$ cat src/rtl/dm_arbiter_if.sv
`default_nettype none
// ============================================================================
// Module  : dm_arbiter_if
// Brief   : Master request/response and data-memory bundle of dm_arbiter.
// Rev     : 1.0  initial release
// ============================================================================
interface dm_arbiter_if;
  logic        m0_req;
  logic        m0_we;
  logic [3:0]  m0_be;
  logic [11:2] m0_addr;
  logic [31:0] m0_wdata;
  logic [31:0] m0_rdata;
  logic        m0_ack;

  logic        m1_req;
  logic        m1_we;
  logic [3:0]  m1_be;
  logic [11:2] m1_addr;
  logic [31:0] m1_wdata;
  logic [31:0] m1_rdata;
  logic        m1_ack;

  logic [11:2] mem_addr;
  logic [31:0] mem_din;
  logic        mem_read;
  logic        mem_write;
  logic [31:0] mem_dout;

  // Arbiter side.
  modport slave (
    input  m0_req, m0_we, m0_be, m0_addr, m0_wdata,
           m1_req, m1_we, m1_be, m1_addr, m1_wdata, mem_dout,
    output m0_rdata, m0_ack, m1_rdata, m1_ack,
           mem_addr, mem_din, mem_read, mem_write
  );

  // Requesters plus the memory array.
  modport master (
    output m0_req, m0_we, m0_be, m0_addr, m0_wdata,
           m1_req, m1_we, m1_be, m1_addr, m1_wdata, mem_dout,
    input  m0_rdata, m0_ack, m1_rdata, m1_ack,
           mem_addr, mem_din, mem_read, mem_write
  );
endinterface
`default_nettype wire

$ cat src/rtl/dm_arbiter.sv
`default_nettype none
// ============================================================================
// Module  : dm_arbiter
// Brief   : Round-robin two-master sequencer for a 1Kx32 single-port memory,
//           with read-modify-write for partial-word writes.
// Rev     : 1.0  initial release
// ============================================================================
module dm_arbiter (
  input  wire          clk,
  input  wire          rst,
  dm_arbiter_if.slave  bus,
  output logic         busy
);

  typedef enum logic [2:0] {
    S_IDLE   = 3'd0,
    S_ACC    = 3'd1,
    S_RMW_RD = 3'd2,
    S_RMW_WR = 3'd3,
    S_DONE   = 3'd4
  } state_t;

  localparam logic [3:0] C_BE_FULL = 4'hF;
  localparam logic [3:0] C_BE_NONE = 4'h0;

  state_t      state_q, state_d;
  logic        owner_q, owner_d;
  logic        last_owner_q, last_owner_d;
  logic        we_q, we_d;
  logic [3:0]  be_q, be_d;
  logic [11:2] addr_q, addr_d;
  logic [31:0] wdata_q, wdata_d;
  logic [31:0] merged_q, merged_d;
  logic [31:0] m0_rdata_q, m0_rdata_d;
  logic [31:0] m1_rdata_q, m1_rdata_d;

  logic        w_any_req;
  logic        w_grant;
  logic        w_sel_we;
  logic [3:0]  w_sel_be;
  logic [11:2] w_sel_addr;
  logic [31:0] w_sel_wdata;
  logic [31:0] w_be_mask;
  logic        w_mem_read;
  logic        w_mem_write;
  logic [11:2] w_mem_addr;
  logic [31:0] w_mem_din;
  logic        w_ack0;
  logic        w_ack1;

  // Contention goes to whichever master did not win last time.
  assign w_any_req   = bus.m0_req | bus.m1_req;
  assign w_grant     = (bus.m0_req & bus.m1_req) ? ~last_owner_q : bus.m1_req;
  assign w_sel_we    = w_grant ? bus.m1_we    : bus.m0_we;
  assign w_sel_be    = w_grant ? bus.m1_be    : bus.m0_be;
  assign w_sel_addr  = w_grant ? bus.m1_addr  : bus.m0_addr;
  assign w_sel_wdata = w_grant ? bus.m1_wdata : bus.m0_wdata;

  for (genvar i = 0; i < 4; i++) begin : g_be_mask
    assign w_be_mask[8*i +: 8] = {8{be_q[i]}};
  end

  always_comb begin
    state_d      = state_q;
    owner_d      = owner_q;
    last_owner_d = last_owner_q;
    we_d         = we_q;
    be_d         = be_q;
    addr_d       = addr_q;
    wdata_d      = wdata_q;
    merged_d     = merged_q;
    m0_rdata_d   = m0_rdata_q;
    m1_rdata_d   = m1_rdata_q;
    w_mem_read   = 1'b0;
    w_mem_write  = 1'b0;
    w_mem_addr   = '0;
    w_mem_din    = '0;
    w_ack0       = 1'b0;
    w_ack1       = 1'b0;

    case (state_q)
      S_IDLE: begin
        if (w_any_req) begin
          owner_d      = w_grant;
          last_owner_d = w_grant;
          we_d         = w_sel_we;
          be_d         = w_sel_be;
          addr_d       = w_sel_addr;
          wdata_d      = w_sel_wdata;
          if (!w_sel_we || w_sel_be == C_BE_FULL || w_sel_be == C_BE_NONE) begin
            state_d = S_ACC;
          end else begin
            state_d = S_RMW_RD;
          end
        end
      end
      S_ACC: begin
        w_mem_addr = addr_q;
        if (!we_q) begin
          w_mem_read = 1'b1;
          if (owner_q) m1_rdata_d = bus.mem_dout;
          else         m0_rdata_d = bus.mem_dout;
        end else if (be_q == C_BE_FULL) begin
          w_mem_write = 1'b1;
          w_mem_din   = wdata_q;
        end
        state_d = S_DONE;
      end
      S_RMW_RD: begin
        w_mem_addr = addr_q;
        w_mem_read = 1'b1;
        merged_d   = (wdata_q & w_be_mask) | (bus.mem_dout & ~w_be_mask);
        state_d    = S_RMW_WR;
      end
      S_RMW_WR: begin
        w_mem_addr  = addr_q;
        w_mem_write = 1'b1;
        w_mem_din   = merged_q;
        state_d     = S_DONE;
      end
      S_DONE: begin
        w_ack0  = ~owner_q;
        w_ack1  = owner_q;
        state_d = S_IDLE;
      end
      default: state_d = S_IDLE;
    endcase
  end

  always_ff @(posedge clk) begin
    if (rst) begin
      state_q      <= S_IDLE;
      owner_q      <= 1'b0;
      last_owner_q <= 1'b1;
      we_q         <= 1'b0;
      be_q         <= '0;
      addr_q       <= '0;
      wdata_q      <= '0;
      merged_q     <= '0;
      m0_rdata_q   <= '0;
      m1_rdata_q   <= '0;
    end else begin
      state_q      <= state_d;
      owner_q      <= owner_d;
      last_owner_q <= last_owner_d;
      we_q         <= we_d;
      be_q         <= be_d;
      addr_q       <= addr_d;
      wdata_q      <= wdata_d;
      merged_q     <= merged_d;
      m0_rdata_q   <= m0_rdata_d;
      m1_rdata_q   <= m1_rdata_d;
    end
  end

  // Reset kills strobes and acks in the same cycle so an aborted access never lands.
  assign bus.mem_write = w_mem_write & ~rst;
  assign bus.mem_read  = w_mem_read  & ~rst;
  assign bus.mem_addr  = w_mem_addr;
  assign bus.mem_din   = w_mem_din;
  assign bus.m0_ack    = w_ack0 & ~rst;
  assign bus.m1_ack    = w_ack1 & ~rst;
  assign bus.m0_rdata  = m0_rdata_q;
  assign bus.m1_rdata  = m1_rdata_q;
  assign busy          = (state_q != S_IDLE);

endmodule
`default_nettype wire

$ cat src/flat_wrapper.sv
// flat-port wrapper written by rule: the top's interface ports become plain ports
module dm_arbiter_flat 
  (clk, rst, busy, bus_m0_req, bus_m0_we, bus_m0_be, bus_m0_addr, bus_m0_wdata, bus_m1_req, bus_m1_we, bus_m1_be, bus_m1_addr, bus_m1_wdata, bus_mem_dout, bus_m0_rdata, bus_m0_ack, bus_m1_rdata, bus_m1_ack, bus_mem_addr, bus_mem_din, bus_mem_read, bus_mem_write);
  dm_arbiter_if bus_i ();
  input  wire clk;
  input  wire rst;
  output logic busy;
  input wire logic [$bits(bus_i.m0_req)-1:0] bus_m0_req;
  input wire logic [$bits(bus_i.m0_we)-1:0] bus_m0_we;
  input wire logic [$bits(bus_i.m0_be)-1:0] bus_m0_be;
  input wire logic [$bits(bus_i.m0_addr)-1:0] bus_m0_addr;
  input wire logic [$bits(bus_i.m0_wdata)-1:0] bus_m0_wdata;
  input wire logic [$bits(bus_i.m1_req)-1:0] bus_m1_req;
  input wire logic [$bits(bus_i.m1_we)-1:0] bus_m1_we;
  input wire logic [$bits(bus_i.m1_be)-1:0] bus_m1_be;
  input wire logic [$bits(bus_i.m1_addr)-1:0] bus_m1_addr;
  input wire logic [$bits(bus_i.m1_wdata)-1:0] bus_m1_wdata;
  input wire logic [$bits(bus_i.mem_dout)-1:0] bus_mem_dout;
  output wire logic [$bits(bus_i.m0_rdata)-1:0] bus_m0_rdata;
  output wire logic [$bits(bus_i.m0_ack)-1:0] bus_m0_ack;
  output wire logic [$bits(bus_i.m1_rdata)-1:0] bus_m1_rdata;
  output wire logic [$bits(bus_i.m1_ack)-1:0] bus_m1_ack;
  output wire logic [$bits(bus_i.mem_addr)-1:0] bus_mem_addr;
  output wire logic [$bits(bus_i.mem_din)-1:0] bus_mem_din;
  output wire logic [$bits(bus_i.mem_read)-1:0] bus_mem_read;
  output wire logic [$bits(bus_i.mem_write)-1:0] bus_mem_write;
  assign bus_i.m0_req = bus_m0_req;
  assign bus_i.m0_we = bus_m0_we;
  assign bus_i.m0_be = bus_m0_be;
  assign bus_i.m0_addr = bus_m0_addr;
  assign bus_i.m0_wdata = bus_m0_wdata;
  assign bus_i.m1_req = bus_m1_req;
  assign bus_i.m1_we = bus_m1_we;
  assign bus_i.m1_be = bus_m1_be;
  assign bus_i.m1_addr = bus_m1_addr;
  assign bus_i.m1_wdata = bus_m1_wdata;
  assign bus_i.mem_dout = bus_mem_dout;
  assign bus_m0_rdata = bus_i.m0_rdata;
  assign bus_m0_ack = bus_i.m0_ack;
  assign bus_m1_rdata = bus_i.m1_rdata;
  assign bus_m1_ack = bus_i.m1_ack;
  assign bus_mem_addr = bus_i.mem_addr;
  assign bus_mem_din = bus_i.mem_din;
  assign bus_mem_read = bus_i.mem_read;
  assign bus_mem_write = bus_i.mem_write;
  dm_arbiter u_core (.clk(clk), .rst(rst), .bus(bus_i), .busy(busy));
endmodule
$ cat config.mk
export PLATFORM = sky130hd
export DESIGN_NAME = dm_arbiter_flat
export DESIGN_NICKNAME = d
export VERILOG_FILES = /design/src/rtl/dm_arbiter_if.sv /design/src/rtl/dm_arbiter.sv /design/src/flat_wrapper.sv
export SDC_FILE = /design/constraint.sdc
export NUM_CORES = 1
export LEC_CHECK = 0
export BUFFER_PORTS_ARGS = -buffer_cell sky130_fd_sc_hd__buf_2
export CAP_MARGIN = 10
export CORE_MARGIN = 2
export CORE_UTILIZATION = 50
export DETAILED_ROUTE_END_ITERATION = 16
export PLACE_DENSITY_LB_ADDON = 0.2
export SLEW_MARGIN = 30
export SYNTH_ARGS = -nofsm -noshare
export SYNTH_HDL_FRONTEND = slang
export SYNTH_SLANG_ARGS = --single-unit
$ cat constraint.sdc
create_clock -name clk -period 2.16 [get_ports clk]
set_clock_uncertainty 0.2 [all_clocks]
set_input_delay 0 -clock clk [delete_from_list [all_inputs] [get_ports clk]]
set_output_delay 0 -clock clk [all_outputs]
set_load 0.05 [all_outputs]
==> results of run 1 <==
critical path, cell delays in order, from the launching register on:
cell      delay, ns
dfxtp_4        0.35
nand2b_4       0.16
nor4_4         0.25
buf_4          0.19
buf_6          0.12
buf_6          0.12
a22o_1         0.18
buf_6          0.18
layer usage:
metal	vias to the layer above	wire, um	part of all wire
li1	3291	-	-
met1	3293	8967	0.39
met2	296	11660	0.51
met3	63	1615	0.070
met4	0	765	0.033
met5	-	0	0
cell families after synthesis:
family | count (synthesis) | share of synthesized area
flops | 148 | 0.4454
simple gates | 249 | 0.1602
mux | 80 | 0.1204
buf+inv | 67 | 0.05417
compound gates | 184 | 0.2199
sequential cells by signal (all words and copies together) (netlist names):
signal	cells
u_core.last_owner_q	1
u_core.be_q	4
u_core.bus.m1_rdata	32
u_core.merged_q	32
u_core.state_q	3
u_core.wdata_q	32
u_core.addr_q	10
u_core.bus.m0_rdata	32
u_core.we_q	1
u_core.owner_q	1
through the flow:
step,instances,TNS (ns)
floorplan,728,0
global placement,1104,0
detailed placement,1104,0
CTS,1271,0
global route,1277,-0.6874
finish,1277,-0.03248
cell type report:
type                    count  area, um^2  share of cell area
well taps                 176       220.2             0.02147
multi-input cells         513        3396              0.3311
clock buffers              20       466.7             0.04550
flip-flops and latches    148        2978              0.2904
repair buffers            406        3013              0.2938
inverters                   2       7.507           0.0007320
clock inverters            12       175.2             0.01708
worst max path at each step:
stage / startpoint / slack, ns / end
5_1_grt: u_core.state_q[2]$_SDFFE_PP0P_ / -0.06 / bus_mem_din[7]
6_report: u_core.state_q[2]$_SDFFE_PP0P_ / -0.02 / bus_mem_din[7]
2_1_floorplan: u_core.state_q[0]$_SDFFE_PP0P_ / 0.17 / bus_mem_read
3_5_place_dp: u_core.state_q[1]$_SDFFE_PP0P_ / 0.25 / u_core.owner_q$_SDFFE_PP0P_
4_1_cts: u_core.we_q$_SDFFE_PP0P_ / 0.0003 / bus_mem_din[20]
3_3_place_gp: u_core.state_q[1]$_SDFFE_PP0P_ / 0.29 / u_core.owner_q$_SDFFE_PP0P_
cells in the mapped netlist (2+ instances only):
cell      number
a211oi_2      43
nand2_1      131
buf_2         24
mux2i_1       80
and2_1        10
or4_1          3
nand3_1        2
dfxtp_1      148
buf_4          7
buf_6          7
nor2_1        86
a22o_1        33
a211oi_1      36
nor3_1         2
inv_1          2
a21oi_1       66
nand4_1        3
o21ai_0        4
nor4_2         2
clkbuf_1      27
timing repair:
item	CTS	global route
hold buffers	132	0
hold endpoints to repair	147	0
gates resized for setup	39	24
pin swaps	1	3
setup endpoints to repair	42	49
gates cloned	2	3
setup buffers	1	3
where the power goes:
part           internal, mW  total (mW)  leakage [nW]  switching [mW]
clock                  2.02        3.19         0.308            1.16
sequential             3.07        3.34          1.21           0.269
combinational         0.986        2.41          2.82            1.42
==> metrics.md, run 1 <==
| Metric | Value |
|---|---|
| CP Capture Type | `primary output` |
| Least-Margin Pin Slew | `0.5071 ns` |
| DRC violation total after the first TritonRoute iteration | `537` |
| Async set or reset register ratio after synthesis | `0` |
| Final count of negative-setup-slack endpoints | `2` |
| Distinct cells, synth | `32` |
| Horizontal extent of the die | `119.4 um` |
| WS Path Type | `register to primary output` |
| Effective utilization at floorplan | `0.5064` |
| Overall fraction of global-route tracks in use | `0.3118` |
| Final hold slack | `0.1940 ns` |
| EDFF count, synth | `0` |
| Routability-driven placement congestion ratio | `0.8406` |
| Portion of synthesized cell area occupied by the leading cell type | `0.4454` |
| Final critical-path share of the clock period | `1.008` |
| Clock latency of the later-clocked register in the worst-skew pair | `0.42 ns` |
| Remaining antenna violation count after routing | `0` |
| Leading cell types in the layout, fill and taps excluded | `buf_2 (209), dfxtp_1 (144), dlygate4sd3_1 (132), nand2_1 (131), nor2_1 (84)` |
| Number of synthesized register bits | `148` |
| Final routed DRC violation total | `0` |
| Worst Hold Class | `primary input to register` |
| Global routing usage on met2 | `0.5510` |
| Core Footprint | `0.01314 mm^2` |
| Ratio of cells with drive above 1 in the final layout | `0.3333` |
| Leading cell type in the layout, fill and taps excluded | `buf_2` |
| Power per cell area | `871.2 mW/mm^2` |
| IR Drop Worst-Case VDD | `0.6740 mV` |
| Minimum clock period | `2.177 ns` |
| Outcome | `finished, violations left` |
| Met1 layer usage reported by global route | `0.3547` |
| Global route total overflow | `0` |
| Maximum fanout count along the critical path | `5` |
| Top Ports | `241` |
| CP Data Required Time | `1.96 ns` |
| Via/cell ratio | `5.437` |
| Pin count of the biggest net entering global routing | `52` |
| Final core utilization | `0.7807` |
| Count of clock tree sinks | `148` |
| Wire length of the first global-routing pass | `34790 um` |
| WL final | `23010 um` |
| Die area | `0.01424 mm^2` |
| Filler cells | `878` |
| Cells after Synth | `728` |
| Vias after detailed routing | `6943` |
| Relative area change from synthesis to final layout | `54.17%` |
| Pins Over Slew Limit | `0` |
| Violated checks | `negative setup slack` |
| Routed wirelength normalized by instance count | `18.02 um` |
| Cell types with the largest area share after synthesis | `dfxtp_1 (45%), mux2i_1 (12%), a211oi_2 (8.1%), nand2_1 (7.4%), a21oi_1 (5.0%)` |
| Number of buffers added on ports | `240` |
| Number of iterations in the first detailed-routing pass | `5` |
| Maximum frequency from static timing analysis | `459.3 MHz` |
| Placement row count | `42` |
| Initial antenna violation count | `0` |
| Count of antenna diodes in the layout | `0` |
| Worst Slack Setup Final | `-0.01706 ns` |
| Register-to-register setup slack | `0.04 ns` |
| Total Nets Final | `1218` |
| Post-detailed-placement half-perimeter wirelength | `13000 um` |
| Average footprint of a synthesized cell | `9.138 um^2` |
| Static leakage power | `4.341 nW` |
| GRT met3 Usage | `0.07423` |
| Cell type contributing the most total cell area after synthesis | `dfxtp_1` |
| Global-route layer with the greatest usage | `met2` |
| Register area share after synthesis | `0.4454` |
| Number of maximum-capacitance constraint violations | `0` |
| Post-synthesis cell area | `0.006653 mm^2` |
| Warning count from the yosys run | `0` |
| Pre-CTS setup slack | `0.2549 ns` |
| TritonCTS clock tree | `built` |
| Min-delay src | `bus_mem_dout[22]` |
| Unrepaired setup endpoints after global routing | `true` |
| Buffer type at the clock tree root | `clkbuf_16` |
| Hold Path End | `u_core.bus.m1_rdata[22]$_SDFFE_PP0P_` |
| Worst hold path cell count | `4` |
| Cell area after placement | `0.008015 mm^2` |
| Number of nets in the synthesized netlist | `858` |
| Sum of internal, switching and leakage power | `8.935 mW` |
| Cell area after layout | `0.01026 mm^2` |
| Slew margin rel. | `0.6619` |
| Number of global-route vias before repair | `6897` |
| Arrival time at the worst endpoint | `1.98 ns` |
| R2R depth | `5` |
| Num CTS Buffers | `17` |
| Final number of hold-violating endpoints | `0` |
| Endpoint of the worst register-to-register path | `u_core.be_q[1]$_SDFFE_PP0P_` |
| CTS Buffer Depth | `2` |
| Clock-pin slew of the registers on the worst-case setup and hold paths | `0.06 ns` |
| Vertical die dimension | `119.4 um` |
| Critical Path Start Type | `register` |
| Maximum level of the CTS H-tree | `4` |
| Worst flop-to-flop path startpoint | `u_core.last_owner_q$_SDFFE_PP1P_` |
| Post-synth top flop | `dfxtp_1` |
Power figures use the tool's default switching activity.
==> run 2, diff against run 1 <==
==> constraint.sdc (replaced) <==
create_clock -name clk -period 2.2 [get_ports clk]
set_clock_uncertainty 0.2 [all_clocks]
set_input_delay 0 -clock clk [delete_from_list [all_inputs] [get_ports clk]]
set_output_delay 0 -clock clk [all_outputs]
set_load 0.05 [all_outputs]
==> run 2 against run 1 <==
The flow now finishes without violations. Sequential power shrank 2%. Total power shrank 1.8%. Global-route usage shrank 1.3 points. Largest power group unchanged.
==> metrics.md, run 2 (synthesized netlist as in run 1, its figures left out) <==
| Metric | Value |
|---|---|
| Critical Path Slowest Stage Cell | `nor4_4` |
| Initial antenna violation count | `0` |
| Effective utilization at floorplan | `0.5064` |
| Worst flop-to-flop path startpoint | `u_core.last_owner_q$_SDFFE_PP1P_` |
| Global route total overflow | `0` |
| R2R depth | `5` |
| Wire length of the first global-routing pass | `33850 um` |
| Buffer type at the clock tree root | `clkbuf_16` |
| Min-delay src | `bus_m1_be[1]` |
| Relative area change from synthesis to final layout | `52.55%` |
| Final hold slack | `0.03381 ns` |
| Switching fraction of total power | `0.3121` |
| CP Capture Type | `primary output` |
| Portion of total power attributed to combinational logic | `0.268` |
| Num CTS Buffers | `17` |
| IR Drop Worst-Case VDD | `0.9656 mV` |
| Maximum frequency from static timing analysis | `460.5 MHz` |
| Cell area after layout | `0.01015 mm^2` |
| Register-to-register setup slack | `0.09 ns` |
| Routability-driven placement congestion ratio | `0.8309` |
| Arrival time at the worst endpoint | `1.97 ns` |
| Vias after detailed routing | `6864` |
| Static leakage power | `4.308 nW` |
| Endpoint of the worst register-to-register path | `u_core.wdata_q[7]$_SDFFE_PP0P_` |
| Internal power summed over all cells | `6.033 mW` |
| Via/cell ratio | `5.405` |
| WL final | `21970 um` |
| Pin count of the biggest net entering global routing | `57` |
| Final critical-path share of the clock period | `0.9870` |
| Power per cell area | `864.2 mW/mm^2` |
| Critical Path Start Type | `register` |
| Maximum level of the CTS H-tree | `4` |
| Clock latency of the later-clocked register in the worst-skew pair | `0.41 ns` |
| Final routed DRC violation total | `0` |
| Ratio of cells with drive above 1 in the final layout | `0.3263` |
| Least-Margin Pin Slew | `0.5869 ns` |
| Overall fraction of global-route tracks in use | `0.2988` |
| Post-detailed-placement half-perimeter wirelength | `12770 um` |
| Total net switching power | `2.737 mW` |
| Critical Path Max Stage Delay | `0.37 ns` |
| Worst Slack Setup Final | `0.02865 ns` |
| Number of maximum-capacitance constraint violations | `0` |
| Total Nets Final | `1211` |
| Worst hold path cell count | `5` |
| Count of antenna diodes in the layout | `0` |
| Outcome | `completed` |
| Pre-CTS setup slack | `0.3155 ns` |
| Worst Hold Class | `primary input to register` |
| CP Data Required Time | `2.00 ns` |
| Core Footprint | `0.01314 mm^2` |
| Horizontal extent of the die | `119.4 um` |
| Count of clock tree sinks | `148` |
| Sum of internal, switching and leakage power | `8.770 mW` |
| Minimum clock period | `2.171 ns` |
| Top Ports | `241` |
| Cell area after placement | `0.008033 mm^2` |
| DRC violation total after the first TritonRoute iteration | `572` |
| Slew margin rel. | `0.6087` |
| Die area | `0.01424 mm^2` |
| WS Path Type | `register to primary output` |
| Final number of hold-violating endpoints | `0` |
| Routed wirelength normalized by instance count | `17.30 um` |
| Number of buffers added on ports | `240` |
| Leading cell types in the layout, fill and taps excluded | `buf_2 (213), dfxtp_1 (144), nand2_1 (131), dlygate4sd3_1 (131), nor2_1 (84)` |
| Hold Path End | `u_core.state_q[1]$_SDFFE_PP0P_` |
| Power share of the sequential group | `0.372` |
| Share of total power in the clock network | `0.360` |
| Number of iterations in the first detailed-routing pass | `5` |
| Pins Over Slew Limit | `0` |
| Placement row count | `42` |
| Final count of negative-setup-slack endpoints | `0` |
| CTS Buffer Depth | `2` |
| Count of buffer and inverter cells on the critical path | `2` |
| Clock-pin slew of the registers on the worst-case setup and hold paths | `0.06 ns` |
| TritonCTS clock tree | `built` |
| Maximum fanout count along the critical path | `10` |
| Remaining antenna violation count after routing | `0` |
| Leading cell type in the layout, fill and taps excluded | `buf_2` |
| Number of global-route vias before repair | `6787` |
| Vertical die dimension | `119.4 um` |
| Critical path cell sequence | `nand3_2, nor4_4, clkbuf_4, a22o_1, buf_4` |
| CP delay by family, top | `buffers and inverters` |
| Total Negative Setup Slacks | `0 ns` |
## run 2: timing repair
item,4_1_cts,5_1_grt
cloned,0,2
endpoints found under the hold margin,147,0
hold buffers,131,0
setup buffers,0,2
setup endpoints to repair,42,43
pin swaps,0,2
resized for setup,29,12
## run 2: final cells by class
| class | count | area [um^2] |
|---|---|---|
| Inverter | 2 | 7.507 |
| Multi-Input combinational cell | 513 | 3379 |
| Tap cell | 176 | 220.2 |
| Clock buffer | 20 | 446.7 |
| Sequential cell | 148 | 2970 |
| Fill cell | 877 | 2989 |
| Clock inverter | 12 | 202.7 |
| Timing Repair Buffer | 399 | 2922 |
## run 2: worst max-delay path by stage
stage	start	to	cells past startpoint
floorplan	u_core.state_q[0]$_SDFFE_PP0P_	bus_mem_read	3
global placement	u_core.state_q[1]$_SDFFE_PP0P_	u_core.wdata_q[3]$_SDFFE_PP0P_	5
finish	u_core.be_q[0]$_SDFFE_PP0P_	bus_mem_din[6]	5
detailed placement	u_core.state_q[1]$_SDFFE_PP0P_	u_core.wdata_q[9]$_SDFFE_PP0P_	5
global route	u_core.be_q[0]$_SDFFE_PP0P_	bus_mem_din[2]	6
CTS	u_core.state_q[2]$_SDFFE_PP0P_	bus_mem_din[20]	5
## run 2: power by group through the flow
stage	clock network, mW	logic (mW)	registers (mW)
finish	3.15	2.35	3.27
global placement	0	2.01	3.30
floorplan	0	1.36	3.43
detailed placement	0	2.04	3.30
CTS	3.19	2.28	3.25
global route	3.30	2.53	3.30
## run 2: worst reg2reg max path, cell delays in order (launching register included)
cell and delay (ns):
dfxtp_1 0.33, a21boi_4 0.22, buf_12 0.24, mux2i_1 0.26, dlygate4sd3_1 0.63, a211oi_2 0.08
## run 2: layer usage
| layer | track usage | part of all wire | vias to the layer above |
|---|---|---|---|
| met5 | 0 | 0 | - |
| met4 | 0.1338 | 0.032 | 0 |
| met2 | 0.5327 | 0.51 | 288 |
| li1 | - | - | 3281 |
| met3 | 0.06897 | 0.067 | 57 |
| met1 | 0.3395 | 0.40 | 3238 |
## run 2: metrics by stage
| step | util | cells |
|---|---|---|
| finish | 0.7725 | 1270 |
| global route | 0.7725 | 1270 |
| CTS | 0.7661 | 1266 |
| detailed placement | 0.6114 | 1103 |
| global placement | 0.6114 | 1103 |
| floorplan | - | 728 |
==> run 3, diff against run 2 <==
--- a/config.mk
+++ b/config.mk
@@ -8,7 +8,7 @@
 export BUFFER_PORTS_ARGS = -buffer_cell sky130_fd_sc_hd__buf_2
 export CAP_MARGIN = 10
 export CORE_MARGIN = 2
-export CORE_UTILIZATION = 50
+export CORE_UTILIZATION = 35
 export DETAILED_ROUTE_END_ITERATION = 16
 export PLACE_DENSITY_LB_ADDON = 0.2
 export SLEW_MARGIN = 30
==> run 3 against run 2 <==
The flow now finishes with violations (negative hold slack). Largest power group unchanged. Utilization decreased by 22 points. Design area up 1.3%. Critical path depth up 1. Via count fell by 3.2%. Fmax grew 2.6%. Final cell count increased by 5.2%. Highest routed layer unchanged. Sequential cell count is the same. Sequential power about the same.
==> metrics.md, run 3 (synthesized netlist as in run 1, its figures left out) <==
| Metric | Value |
|---|---|
| Outcome | `finished, violations left` |
| Violated checks | `negative hold slack` |
| Cell area after layout | `0.01028 mm^2` |
| Clock latency of the later-clocked register in the worst-skew pair | `0.42 ns` |
| Maximum fanout count along the critical path | `11` |
| Portion of total power attributed to combinational logic | `0.272` |
| Clock-pin slew of the registers on the worst-case setup and hold paths | `0.06 ns` |
| Ratio of cells with drive above 1 in the final layout | `0.3294` |
| Pin count of the biggest net entering global routing | `82` |
| Remaining antenna violation count after routing | `0` |
| Power share of the sequential group | `0.377` |
| Total net switching power | `2.730 mW` |
| Relative area change from synthesis to final layout | `54.58%` |
| R2R depth | `6` |
| Maximum level of the CTS H-tree | `4` |
| Wire length of the first global-routing pass | `34090 um` |
| DRC violation total after the first TritonRoute iteration | `264` |
| Number of global-route vias before repair | `6769` |
| Final hold slack | `-0.01264 ns` |
| Leading cell type in the layout, fill and taps excluded | `buf_2` |
| Arrival time at the worst endpoint | `1.92 ns` |
| Count of antenna diodes in the layout | `0` |
| Vias after detailed routing | `6643` |
| Overall fraction of global-route tracks in use | `0.2147` |
| Via/cell ratio | `4.972` |
| Hold Path End | `u_core.state_q[0]$_SDFFE_PP0P_` |
| Routed wirelength normalized by instance count | `16.09 um` |
| Final routed DRC violation total | `0` |
| CP Capture Type | `primary output` |
| Count of clock tree sinks | `148` |
| Num CTS Buffers | `17` |
| Top Ports | `241` |
| CTS Buffer Depth | `2` |
| Minimum clock period | `2.115 ns` |
| Final cell count without fillers | `1336` |
| Switching fraction of total power | `0.3173` |
| Pre-CTS setup slack | `0.2094 ns` |
| Number of maximum-capacitance constraint violations | `0` |
| WL final | `21500 um` |
| Number of iterations in the first detailed-routing pass | `5` |
| Initial antenna violation count | `0` |
| Placed Cells incl. Taps | `1170` |
| Total Nets Final | `1219` |
| Number of buffers added on ports | `240` |
| Placement row count | `50` |
| Endpoint of the worst register-to-register path | `u_core.state_q[0]$_SDFFE_PP0P_` |
| Core Footprint | `0.01871 mm^2` |
| Maximum frequency from static timing analysis | `472.7 MHz` |
| Worst Slack Setup Final | `0.08467 ns` |
| Internal power summed over all cells | `5.876 mW` |
| Buffer type at the clock tree root | `clkbuf_16` |
| Crit path launch | `u_core.state_q[2]$_SDFFE_PP0P_` |
| Leading cell types in the layout, fill and taps excluded | `buf_2 (207), dfxtp_1 (144), dlygate4sd3_1 (133), nand2_1 (131), nor2_1 (85)` |
| Horizontal extent of the die | `141.9 um` |
| WS Path Type | `register to primary output` |
| IR Drop Worst-Case VDD | `0.5666 mV` |
| Post-detailed-placement half-perimeter wirelength | `14230 um` |
| Final number of hold-violating endpoints | `1` |
| Global route total overflow | `0` |
| Routability-driven placement congestion ratio | `0.7783` |
| CP Data Required Time | `2.00 ns` |
| Worst Hold Class | `primary input to register` |
| Vertical die dimension | `141.9 um` |
| Pins Over Slew Limit | `0` |
| Min-delay src | `bus_m0_be[3]` |
| Cell area after placement | `0.008148 mm^2` |
| Final critical-path share of the clock period | `0.9615` |
| Effective utilization at floorplan | `0.3557` |
| Die area | `0.02013 mm^2` |
| Least-Margin Pin Slew | `0.7369 ns` |
| Register-to-register setup slack | `0.10 ns` |
| Sum of internal, switching and leakage power | `8.606 mW` |
| Power per cell area | `836.9 mW/mm^2` |
| TritonCTS clock tree | `built` |
| Slew margin rel. | `0.5087` |
| Worst hold path cell count | `5` |
| Unrepaired setup endpoints after global routing | `true` |
| Static leakage power | `4.333 nW` |
| Share of total power in the clock network | `0.351` |
| Critical Path Start Type | `register` |
| Worst flop-to-flop path startpoint | `u_core.last_owner_q$_SDFFE_PP1P_` |
| Final count of negative-setup-slack endpoints | `0` |
## run 3: cell types whose count changed in the layout (fill, tap and decap cells not counted), moves of 2 or more
cell	previous run	this run
bufinv_16	5	3
dlygate4sd3_1	131	133
buf_4	40	38
buf_6	5	22
clkbuf_1	2	0
clkbuf_8	1	3
buf_2	213	207
clkinv_2	2	4
buf_12	7	5
## run 3: timing repair
| action | 4_1_cts | 5_1_grt |
|---|---|---|
| pin swaps | 1 | 2 |
| endpoints found under the hold margin | 147 | 0 |
| gates cloned | 0 | 0 |
| gates resized for setup | 34 | 32 |
| buffers inserted | 1 | 0 |
| hold buffers | 133 | 0 |
| setup endpoints to repair | 32 | 38 |
## run 3: per-stage QoR
stage | util | setup TNS, ns
2_1_floorplan | - | 0
3_3_place_gp | 0.4356 | 0
3_5_place_dp | 0.4356 | 0
4_1_cts | 0.5452 | -0.001141
5_1_grt | 0.5498 | -0.001720
6_report | 0.5498 | 0
## run 3: power groups by stage
stage / clock, mW / sequential [mW] / combinational [mW]
2_1_floorplan: 0 / 3.43 / 1.36
3_3_place_gp: 0 / 3.29 / 2.07
3_5_place_dp: 0 / 3.29 / 2.09
4_1_cts: 3.11 / 3.24 / 2.34
5_1_grt: 3.23 / 3.28 / 2.55
6_report: 3.02 / 3.24 / 2.34
## run 3: critical path, cell delays in order (launching register included)
cell	delay, ns
dfxtp_2	0.34
nand2b_4	0.18
nor4_4	0.26
buf_4	0.18
buf_6	0.16
a22o_1	0.14
clkbuf_4	0.22
## run 3: worst max path at each step
stage,to,slack [ns],depth (start not counted)
after CTS,bus_mem_din[9],-0.001,6
after detailed placement,bus_mem_din[9],0.21,5
after floorplan,bus_mem_read,0.21,3
after global placement,bus_mem_din[9],0.22,5
final,bus_mem_din[28],0.08,6
after global routing,u_core.state_q[0]$_SDFFE_PP0P_,-0.002,6
## run 3: per-layer routing
metal,up-vias,wire (um),track usage
li1,3289,-,-
met1,3137,9244,0.2557
met2,186,10690,0.3756
met3,31,1150,0.05670
met4,0,410,0.07211
met5,-,0,0
## run 3: final cells by class
class                      count  area [um^2]
clock buffer                  20        466.7
clock inverter                12        152.6
fill                        1706         8422
inverter                       2        7.507
multi-input combinational    513         3378
sequential                   148         2970
tap                          234        292.8
timing repair buffer         407         3015
